`src/rtl/sipo_deserializer_if.sv`:
```
`default_nettype none
// ============================================================================
// Module      : sipo_deserializer_if
// Description : Bundles the serial input, framing strobe and the parallel
//               valid/ready output of the SIPO deserializer.
//
//               slave  : the deserializer side (consumes serial bits,
//                        drives the parallel word and status pulses)
//               master : the link/consumer side (drives serial bits and
//                        pout_ready, observes the parallel word)
//
//               Signals
//                 sin        serial data bit
//                 sin_valid  qualifies sin for the current cycle
//                 sof        start of frame, meaningful only with sin_valid
//                 pout       received parallel word (holding register)
//                 pout_valid pout holds an unconsumed word
//                 pout_ready consumer accepts pout this cycle
//                 frame_err  one-cycle pulse, partial frame discarded
//                 overrun    one-cycle pulse, completed word dropped
//                 parity_err parity result for the word in pout
// Revision    : 1.0 - initial release
// ============================================================================
interface sipo_deserializer_if #(
    parameter int WIDTH = 4
);
    logic             sin;
    logic             sin_valid;
    logic             sof;
    logic [WIDTH-1:0] pout;
    logic             pout_valid;
    logic             pout_ready;
    logic             frame_err;
    logic             overrun;
    logic             parity_err;

    modport master (
        output sin,
        output sin_valid,
        output sof,
        output pout_ready,
        input  pout,
        input  pout_valid,
        input  frame_err,
        input  overrun,
        input  parity_err
    );

    modport slave (
        input  sin,
        input  sin_valid,
        input  sof,
        input  pout_ready,
        output pout,
        output pout_valid,
        output frame_err,
        output overrun,
        output parity_err
    );
endinterface
`default_nettype wire

```
`src/rtl/sipo_deserializer.sv`:
```
`default_nettype none
// ============================================================================
// Module      : sipo_deserializer
// Description : Serial-in, parallel-out receiver. Collects a frame of serial
//               bits, started by a start-of-frame strobe, into a parallel
//               word that is offered on a valid/ready holding register.
//               Reports resynchronisation (sof mid-frame) and overrun
//               (completed word with the holding register still full).
//
// Parameters  : WIDTH     data bits per frame, 2..32
//               MSB_FIRST 1: first received bit ends in pout[WIDTH-1]
//                         0: first received bit ends in pout[0]
//
// Ports       : clk  system clock, rising edge
//               rst  asynchronous, active-high reset
//               bus  sipo_deserializer_if.slave
//                    in : sin, sin_valid, sof, pout_ready
//                    out: pout, pout_valid, frame_err, overrun, parity_err
//
// Option      : SIPO_PARITY_EN - when defined, each frame carries one
//               trailing even-parity bit after the data bits. The parity bit
//               is checked but not stored; parity_err is registered with pout.
//               When undefined, parity_err is constant 0.
// Revision    : 1.0 - initial release
// ============================================================================
module sipo_deserializer #(
    parameter int WIDTH     = 4,
    parameter bit MSB_FIRST = 1'b1
) (
    input  wire logic          clk,
    input  wire logic          rst,
    sipo_deserializer_if.slave bus
);

    // ------------------------------------------------------------------------
    // Constants
    // ------------------------------------------------------------------------
`ifdef SIPO_PARITY_EN
    localparam int c_frame_bits = WIDTH + 1;
`else
    localparam int c_frame_bits = WIDTH;
`endif
    // Counter holds values 0..WIDTH+1 so it never wraps in either build.
    localparam int c_cnt_w = $clog2(WIDTH + 2);
    localparam logic [c_cnt_w-1:0] c_frame_len = c_cnt_w'(c_frame_bits);
    localparam logic [c_cnt_w-1:0] c_cnt_one   = c_cnt_w'(1);

    typedef enum logic [0:0] {
        ST_IDLE  = 1'b0,
        ST_SHIFT = 1'b1
    } state_t;

    // ------------------------------------------------------------------------
    // State
    // ------------------------------------------------------------------------
    state_t               state_q,      state_d;
    logic [c_cnt_w-1:0]   count_q,      count_d;
    logic [WIDTH-1:0]     shift_q,      shift_d;
    logic [WIDTH-1:0]     pout_q,       pout_d;
    logic                 pout_valid_q, pout_valid_d;
    logic                 frame_err_q,  frame_err_d;
    logic                 overrun_q,    overrun_d;
`ifdef SIPO_PARITY_EN
    logic                 parity_acc_q, parity_acc_d;
    logic                 parity_err_q, parity_err_d;
`endif

    logic [c_cnt_w-1:0]   w_count_inc;
    logic                 w_done;
    logic [WIDTH-1:0]     w_word;

    // Insert one new bit so that after WIDTH insertions the first bit sits
    // at the end selected by MSB_FIRST.
    function automatic logic [WIDTH-1:0] f_shift(
        input logic [WIDTH-1:0] cur,
        input logic             b
    );
        logic [WIDTH-1:0] res;
        if (MSB_FIRST) begin
            res = {cur[WIDTH-2:0], b};
        end else begin
            res = {b, cur[WIDTH-1:1]};
        end
        return res;
    endfunction

    assign w_count_inc = count_q + c_cnt_one;

    // ------------------------------------------------------------------------
    // Next-state and output logic
    // ------------------------------------------------------------------------
    always_comb begin
        state_d      = state_q;
        count_d      = count_q;
        shift_d      = shift_q;
        pout_d       = pout_q;
        pout_valid_d = pout_valid_q;
        frame_err_d  = 1'b0;
        overrun_d    = 1'b0;
        w_done       = 1'b0;
`ifdef SIPO_PARITY_EN
        parity_acc_d = parity_acc_q;
        parity_err_d = parity_err_q;
        // The final sampled bit is the parity bit, so the data word is
        // already complete in the shift register.
        w_word       = shift_q;
`else
        w_word       = f_shift(shift_q, bus.sin);
`endif

        // Consumer takes the current word; a load below may re-set valid.
        if (bus.pout_ready) begin
            pout_valid_d = 1'b0;
        end

        case (state_q)
            ST_IDLE: begin
                // Bits without sof are not part of any frame and dropped.
                if (bus.sin_valid && bus.sof) begin
                    shift_d      = f_shift('0, bus.sin);
                    count_d      = c_cnt_one;
                    state_d      = ST_SHIFT;
`ifdef SIPO_PARITY_EN
                    parity_acc_d = bus.sin;
`endif
                end
            end
            ST_SHIFT: begin
                if (bus.sin_valid) begin
                    if (bus.sof) begin
                        // Resync: drop the partial word and restart with
                        // this bit as bit 0. Holding register untouched.
                        frame_err_d  = 1'b1;
                        shift_d      = f_shift('0, bus.sin);
                        count_d      = c_cnt_one;
`ifdef SIPO_PARITY_EN
                        parity_acc_d = bus.sin;
`endif
                    end else if (w_count_inc == c_frame_len) begin
                        // Last bit of the frame: finish on this same edge so
                        // a sof on the next cycle starts a new frame.
                        w_done  = 1'b1;
                        count_d = '0;
                        state_d = ST_IDLE;
                    end else begin
                        shift_d      = f_shift(shift_q, bus.sin);
                        count_d      = w_count_inc;
`ifdef SIPO_PARITY_EN
                        parity_acc_d = parity_acc_q ^ bus.sin;
`endif
                    end
                end
            end
            default: begin
                state_d = ST_IDLE;
            end
        endcase

        // Completed word: load if the holding register is empty or being
        // drained this cycle, otherwise drop it and flag the loss.
        if (w_done) begin
            if (!pout_valid_q || bus.pout_ready) begin
                pout_d       = w_word;
                pout_valid_d = 1'b1;
`ifdef SIPO_PARITY_EN
                // Even parity: XOR over data and parity bit must be 0.
                parity_err_d = parity_acc_q ^ bus.sin;
`endif
            end else begin
                overrun_d = 1'b1;
            end
        end
    end

    // ------------------------------------------------------------------------
    // Registers
    // ------------------------------------------------------------------------
    always_ff @(posedge clk or posedge rst) begin
        if (rst) begin
            state_q      <= ST_IDLE;
            count_q      <= '0;
            shift_q      <= '0;
            pout_q       <= '0;
            pout_valid_q <= 1'b0;
            frame_err_q  <= 1'b0;
            overrun_q    <= 1'b0;
        end else begin
            state_q      <= state_d;
            count_q      <= count_d;
            shift_q      <= shift_d;
            pout_q       <= pout_d;
            pout_valid_q <= pout_valid_d;
            frame_err_q  <= frame_err_d;
            overrun_q    <= overrun_d;
        end
    end

`ifdef SIPO_PARITY_EN
    always_ff @(posedge clk or posedge rst) begin
        if (rst) begin
            parity_acc_q <= 1'b0;
            parity_err_q <= 1'b0;
        end else begin
            parity_acc_q <= parity_acc_d;
            parity_err_q <= parity_err_d;
        end
    end

    assign bus.parity_err = parity_err_q;
`else
    assign bus.parity_err = 1'b0;
`endif

    // ------------------------------------------------------------------------
    // Outputs
    // ------------------------------------------------------------------------
    assign bus.pout       = pout_q;
    assign bus.pout_valid = pout_valid_q;
    assign bus.frame_err  = frame_err_q;
    assign bus.overrun    = overrun_q;

endmodule
`default_nettype wire
```
`src/flat_wrapper.sv`:
```
// flat-port wrapper written by rule: the top's interface ports become plain ports
module sipo_deserializer_flat 
#(
    parameter int WIDTH     = 4,
    parameter bit MSB_FIRST = 1'b1
)
  (clk, rst, bus_sin, bus_sin_valid, bus_sof, bus_pout_ready, bus_pout, bus_pout_valid, bus_frame_err, bus_overrun, bus_parity_err);
  sipo_deserializer_if #(.WIDTH(WIDTH)) bus_i ();
  input  wire logic clk;
  input  wire logic rst;
  input wire logic [$bits(bus_i.sin)-1:0] bus_sin;
  input wire logic [$bits(bus_i.sin_valid)-1:0] bus_sin_valid;
  input wire logic [$bits(bus_i.sof)-1:0] bus_sof;
  input wire logic [$bits(bus_i.pout_ready)-1:0] bus_pout_ready;
  output wire logic [$bits(bus_i.pout)-1:0] bus_pout;
  output wire logic [$bits(bus_i.pout_valid)-1:0] bus_pout_valid;
  output wire logic [$bits(bus_i.frame_err)-1:0] bus_frame_err;
  output wire logic [$bits(bus_i.overrun)-1:0] bus_overrun;
  output wire logic [$bits(bus_i.parity_err)-1:0] bus_parity_err;
  assign bus_i.sin = bus_sin;
  assign bus_i.sin_valid = bus_sin_valid;
  assign bus_i.sof = bus_sof;
  assign bus_i.pout_ready = bus_pout_ready;
  assign bus_pout = bus_i.pout;
  assign bus_pout_valid = bus_i.pout_valid;
  assign bus_frame_err = bus_i.frame_err;
  assign bus_overrun = bus_i.overrun;
  assign bus_parity_err = bus_i.parity_err;
  sipo_deserializer #(.WIDTH(WIDTH), .MSB_FIRST(MSB_FIRST)) u_core (.clk(clk), .rst(rst), .bus(bus_i));
endmodule
```
`config.mk`:
```
export PLATFORM = sky130hd
export DESIGN_NAME = sipo_deserializer_flat
export DESIGN_NICKNAME = d
export VERILOG_FILES = /design/src/rtl/sipo_deserializer_if.sv /design/src/rtl/sipo_deserializer.sv /design/src/flat_wrapper.sv
export SDC_FILE = /design/constraint.sdc
export NUM_CORES = 1
export LEC_CHECK = 0
export CAP_MARGIN = 30
export CELL_PAD_IN_SITES_DETAIL_PLACEMENT = 1
export CELL_PAD_IN_SITES_GLOBAL_PLACEMENT = 2
export CORE_MARGIN = 2
export CORE_UTILIZATION = 30
export CTS_CLUSTER_DIAMETER = 60
export DETAILED_ROUTE_END_ITERATION = 10
export PLACE_DENSITY_LB_ADDON = 0.1
export SKIP_CTS_REPAIR_TIMING = 1
export SYNTH_ARGS = -nofsm -noshare
export SYNTH_HDL_FRONTEND = slang
export SYNTH_SLANG_ARGS = --single-unit
```
`constraint.sdc`:
```
create_clock -name clk -period 3.35 [get_ports clk]
set_clock_uncertainty 0.1 [all_clocks]
set_input_delay 0.67 -clock clk [delete_from_list [all_inputs] [get_ports clk]]
set_output_delay 0.67 -clock clk [all_outputs]
set_load 0.1 [all_outputs]
```
# Word-level counts from Yosys, hierarchy flattened
# Index checks and enable logic that the tools add are counted.
# word_totals
output_inout_bits	8
register_bits	14
mem_bits_ro	0
word_cells	46
n_memories	0
latchBits	0
ramBits	0
in_bits	6
# op_classes
reduce_logical	6
eq_ne	4
div_mod_pow	0
bitwise_logic	1
shift	0
addsub	1
n_mux	27
multipliers	0
n_lt_le_gt_ge	0
# op_table
op	count
$mux W3	8
$mux W1	16
$pmux W3 S2	2
$reduce_and A2 Y1	2
$add A3 B1 Y3 const B	1
$eq A3 B3 Y1 const B	1
$ne A3 B3 Y1 const B	1
$reduce_and A3 Y1	1
$ne A2 B1 Y1 const B	1
$ne A2 B2 Y1 const B	1
$pmux W1 S2	1
$logic_and A1 B1 Y1	1
$logic_not A1 Y1	1
$logic_or A1 B1 Y1	1
$not A1 Y1	1

# Depth between registers and ports, before layout
# logic_depth
word_depth	7
depth_mapped	5
depth_no_buf	5

# Worst setup path before layout
# OpenSTA, ideal clock, no wires.
# synth_timing
path_type	register to register
start	register u_core.pout_valid_q (netlist: u_core.bus.pout_valid)
end	register u_core.pout_q[0] (netlist: u_core.bus.pout[0])
path_stages_with_launch	4
path_buffers	0
required_ps	3125
period_less_slack_ps	1738
slack_ps	1612
arrival_time_ps	1512
path_cell_list	dfrtp_1 > nand2b_1 > nor2b_4 > mux2_2
# synth_via
elab_chain_cells	3
# synth_rtl
element	line	rtl
from (decl)	sipo_deserializer.sv:60	logic pout_valid_q, pout_valid_d;
from (signal assigned)	sipo_deserializer.sv:192	pout_valid_q <= pout_valid_d;
$logic_not A1 Y1	sipo_deserializer.sv:162	if (!pout_valid_q || bus.pout_ready) begin
$logic_or A1 B1 Y1	sipo_deserializer.sv:162	
$reduce_and A2 Y1 (no source line)	n/a	
to (signal assigned)	sipo_deserializer.sv:191	pout_q <= pout_d;
to (decl)	sipo_deserializer.sv:59	logic [WIDTH-1:0] pout_q, pout_d;
# No other way between the ends.
# A chain may end at the register's enable or synchronous reset.

# Worst setup path in the final report
# layout_timing
start	input port bus_sin_valid
end	register u_core.pout_q[2] (netlist: u_core.bus.pout[2])
# layout_via
elab_chain_cells	3
# layout_rtl
element	line	rtl
from (decl)	flat_wrapper.sv:12	input wire logic [$bits(bus_i.sin_valid)-1:0] bus_sin_valid;
$mux W1	sipo_deserializer.sv:129	if (bus.sin_valid) begin
$mux W1	sipo_deserializer.sv:116	case (state_q)
$reduce_and A2 Y1 (no source line)	n/a	
# No other way between the ends.

==> flow_metrics.tcl <==
set metrics [dict create \
    synthSimpleGateAreaFrac_pct 14.8 \
    synth_top_family_by_area "simple AND/OR/NAND/NOR gates" \
    grt_max_degree 15 \
    syn_area_um2 651 \
    yosysTopAreaCell "dfrtp_1" \
    syn-num-nets 61 \
    cp_num_buf_inv 1 \
    yosysWarnings 0 \
    synth_most_common_cell "dfrtp_1" \
    clkSinkCount 14 \
    vias 423 \
    rr_endpoint "u_core.bus.pout[2]" \
    synth_ff_type "dfrtp_1" \
    seq_power_share_pct 34.7 \
    seq_area_frac_synth_pct 53.8 \
    critPathCapture "u_core.bus.pout[2]" \
    grtUsageTotal_pct 11.5 \
    synthAdderAreaFrac_pct 5.77 \
    gp_congestion 0.677 \
    portBuffers 12 \
    slew_violations 0 \
    async_flop_share_pct 100 \
    nNetsFinal 76 \
    antenna_found_initial 0 \
    synth.top_cells.by_area "dfrtp_1 (54%), mux2_2 (10%), ha_1 (5.8%), nor2b_4 (4.2%), nand4b_4 (3.7%)" \
    cts.clk_slew.worst_paths_ns 0.08 \
    clk_path_buf_depth 2 \
    syn2layout_area_growth_pct 24.2 \
    firstDrtPassIters 4 \
    relSlewSlack_pct 65.2 \
    wire_per_inst_um 12.4 \
    p_sw_share_pct 47.2 \
    n_antenna_cell 0 \
    synth_edf_count 0 \
    core-area_um2 2000 \
    die_y_um 50.6 \
    period_share_pct 59.7 \
    grt_pass1_vias 424 \
    worst_ep_arrival_time_ns 2.07 \
    grt_pass1_wl_um 2080 \
    p_comb_share_pct 49.5 \
    clk_latency_ns 0.28 \
    routed_via_density 4.55 \
    num_rows 16 \
    power.density_nw_per_um2 937 \
    crit_path_top_delay_cell "clkdlybuf4s50_1" \
    setup_viol 0 \
    cts_tree "done" \
    synth_compound_area_share_pct 9.42 \
    final_cells 93 \
    finalCriticalPeriod_ns 2.00 \
    fillers 226 \
    synth_mux_area_share_pct 10.4 \
    hold_viol_final 0 \
    die_x_um 50.6 \
    fmax_ghz 0.500 \
    cp.depth 4 \
    worst_ir_drop_vdd_mv 0.336 \
    final_antenna_net_count 0 \
    r2r-start "u_core.count_q[0]" \
    switchingPower_uw 358 \
    drc 0 \
    leakagePower_nw 0.407 \
    ys_ff_latch 14 \
    path_max_fanout 10 \
    syn-mean-instance-area_um2 12.5 \
    synth_top_area_share_pct 53.8 \
    fp.dieArea_um2 2560 \
    r2r_cells 5 \
    p_int_uw 400 \
    grt.overflow.total 0 \
    hpwl_um 916 \
    first_iter_violations 6 \
    rsz0062_at_grt "false" \
    crit_path_start "bus_sin_valid" \
    cp.required_ns 3.42 \
    routed_wl_um 1160 \
    crit_chain "clkdlybuf4s50_1 -> nand4b_4 -> nor2b_4 -> mux2_2" \
    ys_types 18 \
    path_class "in -> reg" \
    drive_above_1_share_pct 33.3 \
    hold_class "reg -> reg" \
    clock-root-buffer "clkbuf_4" \
    r2r_slack_ns 1.58 \
    cts_buffers 3 \
    cp-start-kind "input pin" \
    io_pins 14 \
    synthXorXnorAreaFrac_pct 0 \
    worst_slew_pin_slew_ns 0.522 \
    setup_tns_ns 0 \
    synth_commonest_cells "dfrtp_1 (14), mux2_2 (6), inv_1 (5)" \
    netlist_instances 52 \
    h-tree-depth 1 \
    drv_cap 0 \
    clockPowerShare_pct 15.7 \
    start_util_pct 32.5 \
    slowest_delay_ns 0.69 \
    dp.cells 89 \
    crit_family "buffers and inverters" \
    worstSetupEndpointType "register" \
    status "complete, no violations" \
]
-- per-layer routing --
metal  GRT usage (%)  up-vias  wire, µm
li1                -      205         -
met5               0        -         0
met1            14.8      203       573
met3            6.55        2        70
met4            2.70        0         7
met2            16.7       13       504
-- power groups by stage --
stage | logic [mW] | clock network [mW] | registers [mW]
6_report | 0.375 | 0.119 | 0.263
5_1_grt | 0.396 | 0.135 | 0.274
4_1_cts | 0.379 | 0.127 | 0.264
3_5_place_dp | 0.379 | 0 | 0.267
3_3_place_gp | 0.376 | 0 | 0.268
2_1_floorplan | 0.122 | 0 | 0.443
-- cells in the final DEF (no fill, tap or decap) --
| cell type | synthesis | routed |
|---|---|---|
| a22o_1 | 2 | 2 |
| a22o_2 | 1 | 1 |
| and3_2 | 1 | 1 |
| buf_4 | 2 | 7 |
| clkbuf_4 | 0 | 3 |
| clkbuf_8 | 0 | 1 |
| clkdlybuf4s50_1 | 0 | 5 |
| conb_1 | 1 | 1 |
| dfrtp_1 | 14 | 14 |
| ha_1 | 3 | 3 |
| inv_1 | 5 | 5 |
| mux2_2 | 6 | 6 |
| nand2_1 | 4 | 4 |
| nand2b_1 | 1 | 1 |
| nand4b_1 | 1 | 1 |
| nand4b_4 | 1 | 1 |
| nor2_1 | 2 | 2 |
| nor2b_4 | 2 | 2 |
| o21a_1 | 1 | 1 |
| o21ai_0 | 4 | 4 |
| o22ai_1 | 1 | 1 |
-- cell families (layout without fill, tap and decap cells) --
| group | count (synthesis) | count (layout) |
|---|---|---|
| AOI/OAI and AO/OA | 9 | 9 |
| buffers and inverters | 7 | 21 |
| and+or+nand+nor | 12 | 12 |
| adders and majority gates | 3 | 3 |
| other | 1 | 1 |
| muxes | 6 | 6 |
| DFF | 14 | 14 |
-- registers in the layout (all words and copies together), names as in the netlist --
name,flops
u_core.bus.frame_err,1
u_core.bus.overrun,1
u_core.bus.pout,4
u_core.bus.pout_valid,1
u_core.count_q,3
u_core.shift_q,3
u_core.state_q,1
-- layout make-up --
class / count / area [µm²] / share of cell area (%)
Inverter: 5 / 18.8 / 2.32
Timing Repair Buffer: 12 / 103 / 12.7
Sequential cell: 14 / 350 / 43.3
Tap cell: 27 / 33.8 / 4.18
Clock buffer: 4 / 36.3 / 4.49
Multi-Input combinational cell: 31 / 267 / 33.0
-- stage by stage --
| step | setup slack (ns) | hold slack (ns) | util [%] | area [µm²] | power, mW |
|---|---|---|---|---|---|
| after floorplan | 1.61 | 0.360 | - | 651 | 0.565 |
| after global placement | 1.05 | 0.389 | 38.6 | 772 | 0.644 |
| after CTS | 1.33 | 0.416 | 40.4 | 808 | 0.770 |
| after global routing | 1.29 | 0.442 | 40.4 | 808 | 0.804 |
| after detailed placement | 1.04 | 0.387 | 38.6 | 772 | 0.645 |
| final | 1.35 | 0.412 | 40.4 | 808 | 0.757 |
-- worst min path at each step --
stage                  startpoint            endpoint  slack (ns)  cells after the start
5_1_grt        u_core.bus.pout[3]  u_core.bus.pout[3]        0.44                      1
3_3_place_gp    u_core.count_q[1]   u_core.count_q[1]        0.39                      1
4_1_cts         u_core.count_q[1]   u_core.count_q[1]        0.42                      1
2_1_floorplan   u_core.count_q[0]   u_core.count_q[0]        0.36                      1
6_report        u_core.count_q[1]   u_core.count_q[1]        0.41                      1
3_5_place_dp    u_core.count_q[1]   u_core.count_q[1]        0.39                      1
(Power assumes the default switching activity.)
